--- config.mk ---
export PLATFORM = sky130hd
export DESIGN_NAME = counter_mod_updn
export DESIGN_NICKNAME = d
export VERILOG_FILES = /design/src/rtl/counter_mod_updn.sv
export SDC_FILE = /design/constraint.sdc
export NUM_CORES = 1
export LEC_CHECK = 0
export CELL_PAD_IN_SITES_DETAIL_PLACEMENT = 0
export CELL_PAD_IN_SITES_GLOBAL_PLACEMENT = 1
export CORE_UTILIZATION = 25
export DETAILED_ROUTE_END_ITERATION = 12
export GPL_ROUTABILITY_DRIVEN = 0
export PLACE_DENSITY = 0.72
export SYNTH_ARGS = -nofsm -noshare
export SYNTH_HDL_FRONTEND = slang
export SYNTH_SLANG_ARGS = --single-unit
export TNS_END_PERCENT = 100
--- constraint.sdc ---
create_clock -name I_clk -period 2.5 [get_ports I_clk]
set_clock_uncertainty 0.2 [all_clocks]
set_input_delay 0.75 -clock I_clk [delete_from_list [all_inputs] [get_ports I_clk]]
set_output_delay 0.75 -clock I_clk [all_outputs]
set_load 0.01 [all_outputs]
--- src/rtl/counter_mod_updn.sv ---
// Modulo up/down counter with carry/borrow pulse, clear and saturating load.
// Optional prescaler compiled in with `define COUNTER_PRESCALE_EN (adds I_div port).
module counter_mod_updn #(
  parameter int unsigned WIDTH  = 8,
  parameter int unsigned MODULO = 256,
  parameter int unsigned PRE_W  = 4
) (
  input  logic             I_clk,
  input  logic             I_rst_n,
  input  logic             I_en,
  input  logic             I_up,
  input  logic             I_clr,
  input  logic             I_load,
  input  logic [WIDTH-1:0] I_load_val,
`ifdef COUNTER_PRESCALE_EN
  input  logic [PRE_W-1:0] I_div,
`endif
  output logic [WIDTH-1:0] O_cnt,
  output logic             O_cout
);

  localparam logic [WIDTH-1:0] CNT_MAX = WIDTH'(MODULO - 1);

  if ((MODULO < 2) || (64'(MODULO) > (64'd1 << WIDTH)) || (PRE_W < 1)) begin : g_bad_param
    $error("counter_mod_updn: illegal WIDTH/MODULO/PRE_W combination");
  end

  logic [WIDTH-1:0] cnt_q, cnt_d;
  logic             cout_q, cout_d;
  logic             step;

`ifdef COUNTER_PRESCALE_EN
  logic [PRE_W-1:0] pre_q, pre_d;

  // Step fires on the enabled edge where the prescaler matches the divisor.
  always_comb begin
    pre_d = pre_q;
    step  = 1'b0;
    if (I_en) begin
      if (pre_q == I_div) begin
        step  = 1'b1;
        pre_d = '0;
      end else begin
        pre_d = pre_q + 1'b1;
      end
    end
  end

  always_ff @(posedge I_clk) begin
    if (!I_rst_n || I_clr || I_load) begin
      pre_q <= '0;
    end else begin
      pre_q <= pre_d;
    end
  end
`else
  assign step = I_en;
`endif

  always_comb begin
    cnt_d  = cnt_q;
    cout_d = 1'b0;
    if (I_clr) begin
      cnt_d = '0;
    end else if (I_load) begin
      cnt_d = (I_load_val > CNT_MAX) ? CNT_MAX : I_load_val;
    end else if (step) begin
      if (I_up) begin
        if (cnt_q == CNT_MAX) begin
          cnt_d  = '0;
          cout_d = 1'b1;
        end else begin
          cnt_d = cnt_q + 1'b1;
        end
      end else begin
        if (cnt_q == '0) begin
          cnt_d  = CNT_MAX;
          cout_d = 1'b1;
        end else begin
          cnt_d = cnt_q - 1'b1;
        end
      end
    end
  end

  always_ff @(posedge I_clk) begin
    if (!I_rst_n) begin
      cnt_q  <= '0;
      cout_q <= 1'b0;
    end else begin
      cnt_q  <= cnt_d;
      cout_q <= cout_d;
    end
  end

  assign O_cnt  = cnt_q;
  assign O_cout = cout_q;

endmodule

==> out/qor.csv <==
stage;metric;value;unit
outcome;status;completed;
worst_setup_path;critical-path-max-stage-delay;0.61;ns
yosys;synthCells;106;
yosys;synth-xor-area-share;6.15;%
pwr;combinationalPowerShare;36.8;%
sta;clock.fmax;426;MHz
die;core;0.00315;mm^2
cts;clk_pin_slew;0.07;ns
worst_setup_path;cp-start-kind;flip-flop;
routing;wl_per_cell;13.5;um
die;start_util;27.1;%
die;num_io_pins;23;
layout;area_growth_syn_to_layout;40.3;%
routing;drc_errors;0;
routing;vias_per_cell;5.24;
cts;cts_root_buffer;clkbuf_4;
layout;diodes;0;
placed_design;place_inst;174;
pwr;power.internal;0.298;mW
sta;tns;0;ns
worst_setup_path;path_class;reg -> out;
pwr;p_seq_share;35.8;%
die;die_x;60.5;um
cts;cts_buffers;3;
yosys;ys_seq_elements;9;
yosys;async_flop_share;0;%
cts;cts_hold_buf;0;
worst_setup_path;worstPathCellList;clkdlybuf4s50_1;
pwr;ir_worst_vdd;0.186;mV
cts;cts_tree;done;
sta;worst_pin_slew;0.378;ns
yosys;synth_top_family_by_area;simple AND/OR/NAND/NOR gates;
hold_path;hold_class;reg -> reg;
sta;setup_ws;0.152;ns
die;die_y;60.5;um
pwr;p_clk_share;27.4;%
layout;layout.cells.non_filler;178;
worst_setup_path;critical_path.max_fanout;9;
die;num_rows;20;
yosys;yosysWarnings;0;
cts;cts_max_path_buffers;2;
routing;vias;932;
yosys;syn-cell-area;855;um^2
pwr;p_sw;0.143;mW
routing;firstDrtPassIters;4;
pwr;p_sw_share;32.4;%
die;die_area;0.00366;mm^2
worst_setup_path;critPathRequiredTime;1.55;ns
sta;rsz0062_at_grt;false;
yosys;synthSimpleGateAreaFrac;31.0;%
worst_setup_path;crit_family;buffers and inverters;
layout;fin_nets;152;
layout;final_area;0.00120;mm^2
pwr;power_leakage;0.433;nW
cts;insertion_delay;0.27;ns
global_routing;grt_max_degree;13;
worst_setup_path;cp_slowest_cell;clkdlybuf4s50_1;
yosys;synth-main-ff-cell;dfxtp_1;
global_routing;globalRouteOverflowTotal;0;
cts;post_cts_resized;0;
sta;setup_viol;0;
sta;timing.slew.headroom;74.5;%
sta;fin_crit;2.35;ns
worst_setup_path;end_kind;primary output;
placed_design;dpl_worst_slack;0.132;ns
placed_design;port_buffers;22;
placed_design;place_area;0.00117;mm^2
yosys;synth_compound_area_share;27.2;%
worst_setup_path;crit_buf_inv;1;
yosys;syn-num-nets;123;
pwr;power_density;368;mW/mm^2
global_routing;antenna_found_initial;0;
global_routing;grt.total_usage;15.5;%
yosys;synth_cell_types;42;
yosys;yosysSeqAreaShare;21.1;%
routing;postRouteAntennaNets;0;
global_routing;grt_pass1_wl;4.17;mm
cts;ctsHtreeMaxLevel;1;
yosys;synthesis.area_per_instance;8.06;um^2
sta;slew_viol_final;0;
yosys;synth_edf_count;0;
yosys;muxShareOfSynthArea;3.66;%
layout;final_common_cell;clkdlybuf4s50_1;
layout;final_cell_mix;clkdlybuf4s50_1 (22), buf_4 (12), dfxtp_1 (9);
job;max_cap_violations;0;
placed_design;dp_hpwl;1.85;mm
yosys;yosys.area_share.adder;4.39;%
cts;cts_setup_buffers;0;
routing;wl;2.41;mm
routing;drt_iter0_drc;23;
layout;drive_gt1_share;17.2;%
sta;hold_violations;0;
global_routing;grt_pass1_vias;917;
cts;cts_sinks;9;
sta;finalCritPeriodShare;93.9;%
worst_setup_path;arrival;1.40;ns
==> registers in the layout (all words and copies together) (netlist names) <==
signal and cells:
O_cnt 8, O_cout 1
==> metrics by stage <==
step / util [%] / hold WS, ns / power (mW)
6_report: 38.0 / 0.491 / 0.441
5_1_grt: 38.0 / 0.567 / 0.475
4_1_cts: 38.0 / 0.504 / 0.445
3_5_place_dp: 37.2 / 0.485 / 0.323
3_3_place_gp: 37.2 / 0.468 / 0.322
2_1_floorplan: - / 0.467 / 0.260
==> power groups by stage <==
stage               Clock [mW]  Sequential [mW]  Combinational (mW)
finish                   0.121            0.158               0.162
global route             0.138            0.160               0.177
CTS                      0.124            0.158               0.162
detailed placement           0            0.161               0.162
global placement             0            0.161               0.161
floorplan                    0            0.163              0.0963
==> routing by layer <==
metal	vias to the layer above	part of all wire, %	global-route usage (%)	routed length [um]
met5	-	0	0	0
met4	0	1.8	6.82	44
met3	4	6.3	3.41	152
met2	37	45	25.6	1090
met1	436	46	19.5	1120
li1	455	-	-	-
==> final cells by class <==
class,count,area (um^2)
Clock buffer,4,26.3
Fill cell,345,1950
Inverter,2,7.51
Multi-Input combinational cell,85,619
Sequential cell,9,180
Tap cell,44,55.1
Timing Repair Buffer,34,310
==> path summary, 6_finish.rpt <==
path	start	endpoint	slack [ns]	depth (start not counted)
setup / recovery	O_cnt[5]$_SDFFE_PP0P_	O_cnt[5]	0.15	1
hold reg to reg	O_cnt[0]$_SDFFE_PP0P_	O_cnt[0]$_SDFFE_PP0P_	0.49	3
setup reg to reg	O_cnt[0]$_SDFFE_PP0P_	O_cnt[6]$_SDFFE_PP0P_	0.48	6
hold / removal	O_cnt[0]$_SDFFE_PP0P_	O_cnt[0]$_SDFFE_PP0P_	0.49	3
==> Yosys cell counts, drive strengths merged, types with 3 or more instances <==
cell,instances,area [um^2]
ha,3,37.5
nand2b,4,25.0
nand2,5,18.8
clkbuf,7,26.3
nor3b,5,37.5
buf,3,21.3
a41oi,3,26.3
a21oi,7,35.0
xnor2,4,35.0
dfxtp,9,180
nand3,4,20.0
o21ai,6,30.0
o211ai,3,22.5
nor2,7,26.3
==> cells by family (layout without fill, tap and decap cells) <==
family	count (synthesis)	count (layout)
XOR/XNOR	6	6
buffers and inverters	12	40
adder cells (fa/ha/maj)	3	3
AND/OR/NAND/NOR	41	41
flip-flops	9	9
AO/OA/AOI/OAI	32	32
multiplexers	3	3
Note: power is estimated with default switching activity, not from simulation.
